**src/rtl/rotfpga_pkg.sv**
```systemverilog
// Shared types and constants for the rotatable-cell programmer.
package rotfpga_pkg;

    localparam int unsigned ROT_W        = 2;
    localparam int unsigned APPLY_PHASES = 3;

    typedef enum logic [1:0] {IDLE, LOAD, APPLY, DONE} prog_state_t;

endpackage

```
**src/rtl/rot_programmer_if.sv**
```systemverilog
// Valid/ready target-rotation stream into the programmer.
interface rot_programmer_if;
    import rotfpga_pkg::*;

    logic             cfg_valid;
    logic             cfg_ready;
    logic [ROT_W-1:0] cfg_data;

    modport master (output cfg_valid, output cfg_data, input cfg_ready);
    modport slave  (input cfg_valid, input cfg_data, output cfg_ready);

endinterface

```
**src/rtl/rot_shadow_slot.sv**
```systemverilog
// Per-cell target/shadow pair; emits trig while the wrapped delta exceeds the phase.
module rot_shadow_slot
    import rotfpga_pkg::*;
(
    input  logic             clk,
    input  logic             rst_n,
    input  logic             wr_en,
    input  logic [ROT_W-1:0] wr_data,
    input  logic             issue,
    input  logic [ROT_W-1:0] phase,
    input  logic             commit,
    output logic             trig
);

    logic [ROT_W-1:0] target_q;
    logic [ROT_W-1:0] shadow_q;
    logic [ROT_W-1:0] target_eff;
    logic [ROT_W-1:0] delta;
    logic             trig_q;

    // Bypass lets phase 0 issue on the same edge that writes the last target.
    assign target_eff = wr_en ? wr_data : target_q;
    assign delta      = target_eff - shadow_q;
    assign trig       = trig_q;

    always_ff @(posedge clk or negedge rst_n) begin
        if (!rst_n) begin
            target_q <= '0;
            shadow_q <= '0;
            trig_q   <= 1'b0;
        end else begin
            if (wr_en) begin
                target_q <= wr_data;
            end
            if (commit) begin
                shadow_q <= target_q;
            end
            trig_q <= issue && (delta > phase);
        end
    end

endmodule

```
**src/rtl/rot_programmer.sv**
```systemverilog
// Loads one target rotation per cell, then pulses trig (target - shadow) mod 4 times per cell.
module rot_programmer
    import rotfpga_pkg::*;
#(
    parameter int unsigned N_CELLS = 16,
    parameter int unsigned IDX_W   = $clog2(N_CELLS)
) (
    input  logic               clk,
    input  logic               rst_n,
    rot_programmer_if.slave    cfg,
    output logic [N_CELLS-1:0] trig,
    output logic               busy,
    output logic               done
);

    localparam int unsigned    IW         = (IDX_W > 0) ? IDX_W : 1;
    localparam logic [IW-1:0]  LAST_IDX   = IW'(N_CELLS - 1);
    localparam logic [ROT_W-1:0] LAST_PHASE = ROT_W'(APPLY_PHASES - 1);

    prog_state_t      state_q;
    logic [IW-1:0]    idx_q;
    logic [ROT_W-1:0] phase_q;
    logic             ready_q;
    logic             busy_q;
    logic             done_q;

    logic             accept;
    logic             last_beat;
    logic             in_apply;
    logic             last_phase;
    logic             issue;
    logic             commit;
    logic [ROT_W-1:0] cmp_phase;

    // idx_q is 0 in IDLE, so a single-cell build finishes on the first beat.
    assign accept     = cfg.cfg_valid & ready_q;
    assign last_beat  = accept && (idx_q == LAST_IDX);
    assign in_apply   = (state_q == APPLY);
    assign last_phase = (phase_q == LAST_PHASE);
    assign issue      = last_beat | (in_apply & ~last_phase);
    assign commit     = in_apply & last_phase;
    assign cmp_phase  = last_beat ? '0 : phase_q + 1'b1;

    assign cfg.cfg_ready = ready_q;
    assign busy          = busy_q;
    assign done          = done_q;

    for (genvar i = 0; i < N_CELLS; i++) begin : g_slot
        rot_shadow_slot u_slot (
            .clk     (clk),
            .rst_n   (rst_n),
            .wr_en   (accept && (idx_q == IW'(i))),
            .wr_data (cfg.cfg_data),
            .issue   (issue),
            .phase   (cmp_phase),
            .commit  (commit),
            .trig    (trig[i])
        );
    end

    always_ff @(posedge clk or negedge rst_n) begin
        if (!rst_n) begin
            state_q <= IDLE;
            idx_q   <= '0;
            phase_q <= '0;
            ready_q <= 1'b0;
            busy_q  <= 1'b0;
            done_q  <= 1'b0;
        end else begin
            unique case (state_q)
                IDLE, LOAD: begin
                    ready_q <= 1'b1;
                    if (accept) begin
                        busy_q <= 1'b1;
                        if (last_beat) begin
                            state_q <= APPLY;
                            idx_q   <= '0;
                            phase_q <= '0;
                            ready_q <= 1'b0;
                        end else begin
                            state_q <= LOAD;
                            idx_q   <= idx_q + 1'b1;
                        end
                    end
                end
                APPLY: begin
                    if (last_phase) begin
                        state_q <= DONE;
                        done_q  <= 1'b1;
                    end else begin
                        phase_q <= phase_q + 1'b1;
                    end
                end
                DONE: begin
                    state_q <= IDLE;
                    done_q  <= 1'b0;
                    busy_q  <= 1'b0;
                    ready_q <= 1'b1;
                end
                default: state_q <= IDLE;
            endcase
        end
    end

endmodule

```
**src/flat_wrapper.sv**
```systemverilog
// flat-port wrapper written by rule: the top's interface ports become plain ports
module rot_programmer_flat import rotfpga_pkg::*;
#(
    parameter int unsigned N_CELLS = 16,
    parameter int unsigned IDX_W   = $clog2(N_CELLS)
)
  (clk, rst_n, trig, busy, done, cfg_cfg_valid, cfg_cfg_data, cfg_cfg_ready);
  rot_programmer_if cfg_i ();
  input  logic clk;
  input  logic rst_n;
  output logic [N_CELLS-1:0] trig;
  output logic busy;
  output logic done;
  input wire logic [$bits(cfg_i.cfg_valid)-1:0] cfg_cfg_valid;
  input wire logic [$bits(cfg_i.cfg_data)-1:0] cfg_cfg_data;
  output wire logic [$bits(cfg_i.cfg_ready)-1:0] cfg_cfg_ready;
  assign cfg_i.cfg_valid = cfg_cfg_valid;
  assign cfg_i.cfg_data = cfg_cfg_data;
  assign cfg_cfg_ready = cfg_i.cfg_ready;
  rot_programmer #(.N_CELLS(N_CELLS), .IDX_W(IDX_W)) u_core (.clk(clk), .rst_n(rst_n), .cfg(cfg_i), .trig(trig), .busy(busy), .done(done));
endmodule
```
**config.mk**
```make
export PLATFORM = sky130hd
export DESIGN_NAME = rot_programmer_flat
export DESIGN_NICKNAME = d
export VERILOG_FILES = /design/src/rtl/rotfpga_pkg.sv /design/src/rtl/rot_programmer_if.sv /design/src/rtl/rot_shadow_slot.sv /design/src/rtl/rot_programmer.sv /design/src/flat_wrapper.sv
export SDC_FILE = /design/constraint.sdc
export NUM_CORES = 1
export LEC_CHECK = 0
export CORE_MARGIN = 5
export CORE_UTILIZATION = 54
export DETAILED_ROUTE_END_ITERATION = 8
export GPL_TIMING_DRIVEN = 0
export PLACE_DENSITY_LB_ADDON = 0.08
export SLEW_MARGIN = 20
export SYNTH_ARGS = -nofsm -noshare
export SYNTH_HDL_FRONTEND = slang
export SYNTH_SLANG_ARGS = --single-unit
```
**constraint.sdc**
```tcl
create_clock -name clk -period 2.1 [get_ports clk]
set_input_delay 0.525 -clock clk [delete_from_list [all_inputs] [get_ports clk]]
set_output_delay 0.525 -clock clk [all_outputs]
set_load 0.1 [all_outputs]
```
==> impl_metrics.json, run 1 <==
{
  "run_status": "finished, violations left",
  "violations": "negative setup slack",
  "post-place-ws_ns": -1.03,
  "floorplan.io_pins": 24,
  "post_synth_num_cell_types": 34,
  "timing.critical_path.required_ns": 2.36,
  "die_x_um": 105,
  "initial_utilization": 0.556,
  "final_common_cell": "sky130_fd_sc_hd__dfrtp_1",
  "design.final.nets": 530,
  "root_buffer": "sky130_fd_sc_hd__clkbuf_8",
  "synth_top_cells_by_area": "sky130_fd_sc_hd__dfrtp_1, sky130_fd_sc_hd__ha_1, sky130_fd_sc_hd__mux2_2",
  "die-height_um": 105,
  "clock-sinks": 91,
  "achievable-frequency_ghz": 0.436,
  "path_clk_slew_ns": 0.10,
  "detail_route.wl_per_cell_um": 17.1,
  "critical_path.max_fanout": 7,
  "r2r_setup_slack_ns": -0.19,
  "floorplan.rows": 34,
  "synth_fp_nets": 447,
  "design.die.area_sq_um": 11000,
  "max-vdd-ir-drop_v": 0.000830,
  "worstSetupPathType": "flop to flop",
  "timing.critical_path.from_type": "flop",
  "worst_ep_arrival_time_ns": 2.55,
  "detail_route.vias_per_cell": 5.24,
  "finalWeightedCongestion": 0.826,
  "tritoncts_clock_tree": "yes",
  "cap_violations": 0,
  "finalMaxSlewViolations": 0,
  "synth_top_area_cell": "sky130_fd_sc_hd__dfrtp_1",
  "synthCells": 389,
  "antenna_left": 0,
  "port_buffers": 23,
  "drt_iter0_drc": 67,
  "rsz0062_at_grt": "yes",
  "vias_in_the_first_global_route": 3399,
  "antenna-diode-count": 0,
  "finalCriticalPeriod_ns": 2.29,
  "remaining_drc_errors": 0,
  "max_slew_margin": 0.636,
  "part_of_the_cycle_the_worst_path_needs": 1.09,
  "place_hpwl_um": 6060,
  "grt_first_pass_wirelength_um": 16900,
  "numCtsBuffers": 9,
  "pwrdens_nw_per_um2": 1270,
  "syn_area_sq_um": 4850,
  "largest_net_degree_at_the_start_of_global_routing": 82,
  "fp.coreArea_sq_um": 8720,
  "tightestPinTransition_ns": 0.549,
  "worstSetupEndpointType": "flop",
  "final-hold-violation-count": 0,
  "hold_path.class": "flop to flop",
  "final_cell_mix": "sky130_fd_sc_hd__dfrtp_1, sky130_fd_sc_hd__buf_4, sky130_fd_sc_hd__mux2_2, sky130_fd_sc_hd__ha_1, sky130_fd_sc_hd__inv_1",
  "yosys_warnings": 0,
  "global_route.overflow_total": 0,
  "antenna_found_initial": 0,
  "totalPowerFinal_mw": 7.90,
  "postSynthRegisterBits": 91,
  "layout_setup_ws_ns": -0.194,
  "setup_viol_count_final": 16,
  "area_overhead_vs_synth_pct": 27.9,
  "number_of_optimization_iterations_in_the_first_detailed_route_pass": 4,
  "htreeDepth": 3,
  "syn_area_per_cell_sq_um": 12.5,
  "clk_path_buf_depth": 2,
  "p_leak_nw": 3.03,
  "routed_wl_um": 10000,
  "ys_seq_area_frac": 0.470,
  "final.setup_skew_ns": 0.0110,
  "post_route_cells_drive_above_1_share": 0.537,
  "routed-via-count": 3066,
  "synth_largest_type_area_fraction": 0.470,
  "total_routing_resource_utilization_after_global_routing": 0.192,
  "clock_insertion_delay_worst_skew_ns": 0.36
}
## report_power, final
group / switching, mW / leakage [nW] / internal, mW
combinational: 2.30 / 1.76 / 2.09
clock: 0.650 / 0.0787 / 0.431
sequential: 0.276 / 1.19 / 2.15
total: 3.23 / 3.03 / 4.68
## cell families after synthesis
logic type | synth area share
multiplexers | 0.151
adder cells (fa/ha/maj) | 0.137
AND/OR/NAND/NOR | 0.0501
AO/OA/AOI/OAI | 0.0666
flip-flops | 0.470
XOR/XNOR | 0.0596
buffers and inverters | 0.0666
## timing repair
| item | CTS | global route |
|---|---|---|
| pin swaps | 16 | 26 |
| buffers inserted | 40 | 7 |
| setup endpoints to repair | 35 | 18 |
| endpoints found under the hold margin | 10 | 0 |
| hold buffers | 1 | 0 |
| gates resized for setup | 110 | 40 |
## Yosys cell counts, drive strengths merged
cell type	instances
dfrtp	91
ha	53
mux2	48
inv	36
xnor2	33
buf	23
a21oi	21
nand2	20
a211oi	16
mux2i	16
o21ai	5
nand3	4
nor2	4
clkbuf	3
and4b	2
nand2b	2
nor3	2
or2	2
and3b	1
and4	1
and4bb	1
nand3b	1
nor2b	1
o22ai	1
o31ai	1
o41ai	1
## per-stage QoR
stage	instance area, sq um	hold slack, ns	utilization	std cells	TNS [ns]
4_1_cts	6010	0.500	0.690	579	-2.09
2_1_floorplan	4900	0.229	-	389	-2.49
6_report	6200	0.501	0.711	585	-2.25
5_1_grt	6200	0.524	0.711	585	-4.01
3_3_place_gp	5260	0.481	0.603	520	-280.03
3_5_place_dp	5300	0.351	0.608	522	-14.77
## critical path, cell delays in order, from the launching register on
cell	delay, ns
sky130_fd_sc_hd__dfrtp_4	0.52
sky130_fd_sc_hd__and4b_2	0.28
sky130_fd_sc_hd__nand2_2	0.11
sky130_fd_sc_hd__mux2i_2	0.25
sky130_fd_sc_hd__ha_2	0.20
sky130_fd_sc_hd__xnor2_1	0.13
sky130_fd_sc_hd__xnor2_1	0.11
sky130_fd_sc_hd__ha_1	0.35
sky130_fd_sc_hd__a21oi_2	0.18
sky130_fd_sc_hd__a211oi_2	0.04
## registers in the layout, summed over array words and instances, names as in the netlist
signal,count
u_core.g_slot.u_slot.trig,16
u_core.done,1
u_core.cfg.cfg_ready,1
u_core.state_q,2
u_core.g_slot.u_slot.target_q,32
u_core.busy,1
u_core.g_slot.u_slot.shadow_q,32
u_core.phase_q,2
u_core.idx_q,4
## routing by layer
layer / track usage / part of all wire
met5: 0 / 0
met4: 0.0658 / 0.011
met3: 0.0302 / 0.025
met2: 0.323 / 0.51
met1: 0.253 / 0.45
## layout make-up
type                    count  area, sq um
plain buffers              25          181
clock buffers              10          128
clock inverters             6         41.3
fillers                   613         2520
inverters                  36          138
multi-input cells         236         2620
flip-flops and latches     91         2290
well taps                 108          135
repair buffers             73          671
## worst paths after layout
kind                                                                        end                                     startpoint  depth (start not counted)
worst max-delay path                     u_core.g_slot[9].u_slot.trig$_DFF_PN0_               u_core.cfg.cfg_ready$_DFFE_PN0P_                          9
worst min-delay path            u_core.g_slot[4].u_slot.shadow_q[1]$_DFFE_PN0P_  u_core.g_slot[4].u_slot.target_q[1]$_DFF_PN0_                          1
worst max register to register           u_core.g_slot[9].u_slot.trig$_DFF_PN0_               u_core.cfg.cfg_ready$_DFFE_PN0P_                          9
worst min register to register  u_core.g_slot[4].u_slot.shadow_q[1]$_DFFE_PN0P_  u_core.g_slot[4].u_slot.target_q[1]$_DFF_PN0_                          1
max in group asynchronous                           u_core.idx_q[1]$_DFFE_PN0P_                                          rst_n                          3
min in group asynchronous                u_core.g_slot[3].u_slot.trig$_DFF_PN0_                                          rst_n                          2
Power figures use the tool's default switching activity.
==> run 2, diff against run 1 <==
Settings changed: ABC_CLOCK_PERIOD_IN_PS set to 2100.
==> results of run 2 <==
Final layout, timing and power as in run 1 (identical DEF).
==> run 3, diff against run 2 <==
Settings changed: CAP_MARGIN set to 20.
==> results of run 3 <==
Final layout, timing and power as in run 1 (identical DEF).
